===== src/rtl/window_sequencer.sv =====
// window_sequencer: accepts a sample stream into a buffer, then walks the
// buffer in overlapping windows of SAMPLE_SIZE samples spaced HOP apart.
// Each window is captured with one proc_en strobe and presented downstream;
// HOP-1 further strobes after it advance the buffer read pointer to the next
// window start.
module window_sequencer #(
    parameter int SAMPLE_SIZE = 4096,
    parameter int HOP         = 1024,
    parameter int FILE_SIZE   = 4365900
) (
    input  logic        clk,
    input  logic        rst_n,
    input  logic        start,
    input  logic        in_valid,
    output logic        in_ready,
    input  logic [15:0] wav_in,
    output logic        wr_en,
    output logic [31:0] wr_idx,
    output logic [15:0] wr_data,
    output logic        proc_en,
    output logic        win_valid,
    input  logic        win_ready,
    output logic [31:0] win_start,
    output logic        busy,
    output logic        done
);

    typedef enum logic [2:0] {
        IDLE    = 3'd0,
        FILL    = 3'd1,
        CAPTURE = 3'd2,
        PRESENT = 3'd3,
        SKIP    = 3'd4,
        DONE    = 3'd5
    } state_t;

    localparam logic [32:0] SS33 = 33'(SAMPLE_SIZE);
    localparam logic [32:0] HOP33 = 33'(HOP);
    localparam logic [32:0] FS33 = 33'(FILE_SIZE);
    localparam logic [31:0] HOP32 = 32'(HOP);
    localparam logic [31:0] SKIP_LOAD = 32'(HOP - 1);

    state_t      state_q;
    logic [31:0] wr_cnt_q;
    logic [31:0] next_start_q;
    logic [31:0] win_start_q;
    logic [31:0] skip_cnt_q;

    logic        accepting;
    logic        xfer;
    logic        avail;
    logic        last;
    logic        last_after_hop;
    logic [31:0] next_start_d;

    // Stream acceptance runs beside the FSM in every active state; reset
    // gates every output so nothing leaks out while rst_n is low.
    always_comb begin
        accepting = rst_n && (state_q != IDLE) && (state_q != DONE)
                    && ({1'b0, wr_cnt_q} < FS33);
        xfer      = in_valid && accepting;
        in_ready  = accepting;
        wr_en     = xfer;
        wr_idx    = xfer ? wr_cnt_q : 32'd0;
        wr_data   = xfer ? wav_in : 16'd0;
        proc_en   = rst_n && ((state_q == CAPTURE) || (state_q == SKIP));
        win_valid = rst_n && (state_q == PRESENT);
        busy      = rst_n && ((state_q == FILL) || (state_q == CAPTURE)
                              || (state_q == PRESENT) || (state_q == SKIP));
        done      = rst_n && (state_q == DONE);
        win_start = rst_n ? win_start_q : 32'd0;
    end

    // Window bookkeeping in 33 bits so offsets near the top of the range
    // never wrap. avail uses the registered count, so a sample written this
    // cycle cannot release a capture in the same cycle.
    always_comb begin
        next_start_d   = next_start_q + HOP32;
        avail          = {1'b0, wr_cnt_q} >= ({1'b0, next_start_q} + SS33);
        last           = ({1'b0, next_start_q} + SS33) > FS33;
        // When the window after this one cannot exist, skipping would only
        // move the buffer pointer past the final window for nothing.
        last_after_hop = ({1'b0, next_start_q} + HOP33 + SS33) > FS33;
    end

    // Sequencer FSM together with the sample counter and window offsets.
    always_ff @(posedge clk) begin
        if (!rst_n) begin
            state_q      <= IDLE;
            wr_cnt_q     <= 32'd0;
            next_start_q <= 32'd0;
            win_start_q  <= 32'd0;
            skip_cnt_q   <= 32'd0;
        end else begin
            if (xfer) begin
                wr_cnt_q <= wr_cnt_q + 32'd1;
            end
            case (state_q)
                IDLE, DONE: begin
                    if (start) begin
                        state_q      <= FILL;
                        wr_cnt_q     <= 32'd0;
                        next_start_q <= 32'd0;
                        win_start_q  <= 32'd0;
                    end
                end
                FILL: begin
                    if (last) begin
                        state_q <= DONE;
                    end else if (avail) begin
                        state_q <= CAPTURE;
                    end
                end
                CAPTURE: begin
                    win_start_q <= next_start_q;
                    state_q     <= PRESENT;
                end
                PRESENT: begin
                    if (win_ready) begin
                        next_start_q <= next_start_d;
                        if ((HOP > 1) && !last_after_hop) begin
                            skip_cnt_q <= SKIP_LOAD;
                            state_q    <= SKIP;
                        end else begin
                            state_q <= FILL;
                        end
                    end
                end
                SKIP: begin
                    skip_cnt_q <= skip_cnt_q - 32'd1;
                    if (skip_cnt_q <= 32'd1) begin
                        state_q <= FILL;
                    end
                end
                default: begin
                    state_q <= IDLE;
                end
            endcase
        end
    end

endmodule


===== config.mk =====
export PLATFORM = sky130hd
export DESIGN_NAME = window_sequencer
export DESIGN_NICKNAME = d
export VERILOG_FILES = /design/src/rtl/window_sequencer.sv
export SDC_FILE = /design/constraint.sdc
export NUM_CORES = 1
export LEC_CHECK = 0
export CORE_UTILIZATION = 35
export DETAILED_ROUTE_END_ITERATION = 16
export HOLD_SLACK_MARGIN = 0.1
export PLACE_DENSITY = 0.64
export SYNTH_ARGS = -nofsm -noshare
export SYNTH_HDL_FRONTEND = slang
export SYNTH_SLANG_ARGS = --single-unit

===== constraint.sdc =====
create_clock -name clk -period 3.1 [get_ports clk]
set_input_delay 0.31 -clock clk [delete_from_list [all_inputs] [get_ports clk]]
set_output_delay 0.31 -clock clk [all_outputs]
set_load 0.1 [all_outputs]

# Word-level counts from Yosys, hierarchy flattened
# Index checks and enable logic that the tools add are counted.
# word_totals
ff_bits,131
input_bits,21
out_inout_bits,86
word_cells,69
# classes
n_addsub,6
magnitude_cmp,5
n_eq_ne,11
mux,20
n_reduce_logical,22
# ops
op,count
32-bit two-way mux,9
32-bit one-hot mux with 2 select lines,3
"33-bit by 23-bit > comparator with 1-bit output, second input constant",2
"32-bit by 11-bit adder with 33-bit output, second input constant",1
"32-bit by 13-bit adder with 33-bit output, second input constant",1
"33-bit by 13-bit adder with 33-bit output, second input constant",1
32-bit by 33-bit greater-or-equal comparator with 1-bit output,1
"32-bit by 1-bit adder with 32-bit output, second input constant",1
"32-bit by 11-bit adder with 32-bit output, second input constant",1
"32-bit by 1-bit less-or-equal comparator with 1-bit output, second input constant",1
"32-bit by 23-bit less-than comparator with 1-bit output, second input constant",1
"32-bit by 1-bit subtractor with 32-bit output, second input constant",1
3-bit two-way mux,6
16-bit two-way mux,1
3-bit one-hot mux with 5 select lines,1
1-bit logical AND,8
"3-bit by 2-bit == test with 1-bit output, second input constant",2
"3-bit == test, second input constant",2
"2-bit != test, second input constant",3
"3-bit != test, second input constant",2
3-bit AND reduction,2
2-bit nonzero test,3
1-bit logical OR,4
4-bit AND reduction,1
other kinds (6),6

# Longest topological paths before layout
# depth
depth_word,8
depth_mapped,14
mapped_depth_nobuf,13

# Worst setup path before layout
# No wires, ideal clock.
# synth_timing
kind,register -> output
startpoint,reg wr_cnt_q[30]
endpoint,out wr_idx[0]
t_arrival_ns,3.606
t_required_ns,2.790
slack_ns,-0.816
stages_incl_launch_ff,7
n_path_buf,2
path_cell_list,dfxtp_1 or4_1 a2111oi_0 o211a_1 buf_2 clkbuf_1 ha_1
# synth_via
elab_chain_cells,4
# synth_lines
element,line_no,text
from (decl),44,logic [31:0] wr_cnt_q;
from (signal assigned),96,wr_cnt_q <= wr_cnt_q + 32'd1;
32-bit by 23-bit less-than comparator with 1-bit output,60,"&& ({1'b0, wr_cnt_q} < FS33);"
1-bit logical AND,60,
1-bit logical AND,61,xfer = in_valid && accepting;
via wr_en,17,"output logic wr_en,"
32-bit two-way mux,64,wr_idx = xfer ? wr_cnt_q : 32'd0;
to (decl),18,"output logic [31:0] wr_idx,"
# The timed path passes the listed nets, and every way through them passes these cells.

# Worst setup path in the final report
# layout_timing
startpoint,in rst_n
endpoint,out wr_idx[0]
# layout_via
elab_chain_cells,5
# layout_lines
element,line_no,text
from (decl),12,"input logic rst_n,"
1-bit logical AND (2 in a row),59,accepting = rst_n && (state_q != IDLE) && (state_q != DONE)
1-bit logical AND,60,
1-bit logical AND,61,
32-bit two-way mux,64,
# Every way passes these cells.

==> results.toml <==
[floorplan]
initial_core_util = 0.357
dieArea_mm2 = 0.0212
chipHeight_um = 146
io-pin-count = 107
rows = 52
die_w_um = 146
coreArea_mm2 = 0.0202

[worst_hold_path]
holdPathEnd = "skip_cnt_q[17]"
hp-class = "flop to flop"
holdPathStages = 1
min_from = "skip_cnt_q[17]"

[placed_design]
placed_area_mm2 = 0.00930
gp_congestion = 0.887
port_buffers = 87
hpwl_mm = 13.9

[global_routing]
grt_pass1_vias = 6118
grt_overflow = 0
grt_first_pass_wirelength_mm = 30.6
grt_max_degree = 56
antenna_found_initial = 0
track_usage = 0.174

[logic_synthesis]
synthFlopType = "dfxtp_1"
syn_area_mm2 = 0.00723
synthArstFlopShare = 0
synth_area_leaders = "dfxtp_1 (31%), and2_1 (6.4%), nor2_1 (5.7%)"
ys.warnings.count = 0
avgSynthCellArea_um2 = 8.00
yosys.area.top_type = "dfxtp_1"
yosysUniqueCellTypes = 81
synth_seq_area_share = 0.307
synth_edf_count = 0
synth.top_cells.by_count = "dfxtp_1 (111), nor2_1 (110), and2_1 (74)"
synth_top_area_share = 0.307
ys_seq_elements = 111
syn_inst = 903
yosysMostFrequentCell = "dfxtp_1"

[pwr]
pwr-share-clk = 0.217
p_sw_frac = 0.428
seqPwrFrac = 0.308
power.leakage_uw = 0.00386
internal_power_uw = 3100
peakVddDrop_v = 0.000536
p_sw_uw = 2320
cellPowerDensity_mw_per_mm2 = 559
p_comb_frac = 0.475

[sta]
min_period_ps = 2980
fin_crit_sh = 0.962
drv_slew = 0
setup_viol = 0
finalHoldWorstSlack_ps = 479
fin_skew_ps = 15.4
max_freq_mhz = 335
hold_viol_final = 0
worstMarginPinSlew_ps = 759
rsz0062_at_grt = "yes"
slew_headroom = 0.494

[cts]
cts_buffer_depth = 2
clock_sinks = 111
clkSlewWorstSetupHoldPaths_ps = 80
htree_levels = 3
clockRootBuffer = "clkbuf_16"
clock_latency_ps = 360
cts_hold_buffers = 0
cts_tree = "done"
cts_buffers = 9

[status]
status = "finished, final reports clean"

[critical_path]
critPathMaxFanout = 25
arrival_ps = 2670
critPathLaunchType = "input pin"
r2r-start = "next_start_q[13]"
rrSetupSlack_ps = 120
path_class = "input pin to output pin"
reg2reg_to = "skip_cnt_q[11]"
path_buf_inv = 5
cp.required_ps = 2790
max_stage_delay_ps = 520
cp_cell_sequence = "clkdlybuf4s50_1 > inv_2 > or4_1 > a2111oi_4 > buf_4 > o211a_4 > buf_6 > ha_2 > buf_12"
critPathTopFamily = "buffers and inverters"
worst_r2r_path_depth = 13
cp_slowest_cell = "or4_1"
end_kind = "output pin"

[routing]
drt_iter0_drc = 325
wl_per_cell_um = 14.5
via_per_inst = 5.31
firstDrtPassIters = 5
ant_nets = 0
drc = 0
routed_wirelength_mm = 18.6
vias = 6790

[finish]
area_growth_syn_to_layout_pct = 34.1
fillers = 1920
final_cell_area_mm2 = 0.00969
ff_latch_area_mm2 = 0.00223
layout-drive-gt1-share = 0.196
diodes = 0
multiInputGateArea_mm2 = 0.00468
final_net_count = 1052

[flow_run]
max-cap-violations = 0
-- power groups by stage --
stage	combinational (uW)	clock, uW	sequential (uW)
3_5_place_dp	2550	0	1700
4_1_cts	2580	1210	1670
6_report	2570	1180	1670
3_3_place_gp	2510	0	1700
5_1_grt	2820	1250	1690
2_1_floorplan	1910	0	1650
-- sequential cells by signal, indices dropped and copies added (netlist names) --
register      cells
next_start_q     22
skip_cnt_q       32
state_q           3
win_start_q      22
wr_cnt_q         32
-- how the worst max path moves through the flow --
stage / end / startpoint / cells after the start / slack [ps]
floorplan: wr_idx[0] / wr_cnt_q[30] / 6 / -30
global placement: wr_idx[2] / rst_n / 9 / -70
detailed placement: wr_idx[2] / rst_n / 9 / -90
CTS: state_q[0] / next_start_q[12] / 12 / 40
global route: state_q[0] / next_start_q[12] / 13 / -60
finish: wr_idx[0] / rst_n / 9 / 120
-- final cells by class --
cell class                      count  share of cell area
Multi-Input combinational cell    710               0.483
Sequential cell                   111               0.230
Timing Repair Buffer              154               0.214
Tap cell                          270              0.0349
Clock buffer                       10              0.0247
Clock inverter                      6             0.00658
Inverter                           17             0.00658
-- timing repair --
action | CTS | global route
gates resized for setup | 4 | 16
setup buffers | 0 | 0
gates cloned | 0 | 0
setup endpoints to repair | 39 | 31
-- through the flow --
step / util / total power, uW / std cells / TNS, ps / worst slack (ps)
2_1_floorplan: - / 3550 / 921 / -32.1 / -32.1
3_3_place_gp: 0.460 / 4210 / 1262 / -1290 / -69.4
3_5_place_dp: 0.460 / 4250 / 1262 / -1780 / -94.7
4_1_cts: 0.476 / 5450 / 1278 / 0 / 44.5
5_1_grt: 0.479 / 5760 / 1278 / -111 / -64.1
6_report: 0.479 / 5420 / 1278 / 0 / 118
-- logic make-up (layout without fill, tap and decap cells) --
kind of cell    Yosys count  after routing  synth area share
simple gates            423            423             0.310
mux                       4              4           0.00571
fa+ha+maj                28             28            0.0485
flops                   111            111             0.307
other cells               1             19          0.000519
buf+inv                 100            187            0.0668
compound gates          173            173             0.183
xor+xnor                 63             63            0.0784
-- placed cells by master, fill, tap and decap left out, drive strengths merged, types with 6 or more instances in the layout --
master and count:
a2111o 16, a21oi 28, a22oi 23, a31oi 15
and2 74, and3 16, buf 134, clkbuf 10
clkdlybuf4s50 20, conb 19, dfxtp 111, ha 28
inv 19, nand2 73, nand3 25, nand4 22
nor2 111, nor2b 6, nor3 22, nor4 21
o2111ai 19, o21a 6, o21ai 17, or2 6
or3 25, xnor2 29, xor2 33
-- worst register-to-register path: cells and delay by family (launching register included) --
kind            cells  cell delay (ps)
flops               1              320
fa+ha+maj           1              200
simple gates        3              270
compound gates      5             1370
buf+inv             4              800
-- per-layer routing --
| metal | track usage | vias up | wire length (um) |
|---|---|---|---|
| met2 | 0.293 | 136 | 8950 |
| met5 | 0 | - | 0 |
| li1 | - | 3429 | - |
| met1 | 0.231 | 3210 | 8660 |
| met4 | 0.0405 | 0 | 192 |
| met3 | 0.0288 | 15 | 751 |
No activity file was read; power rests on OpenSTA's default activity.
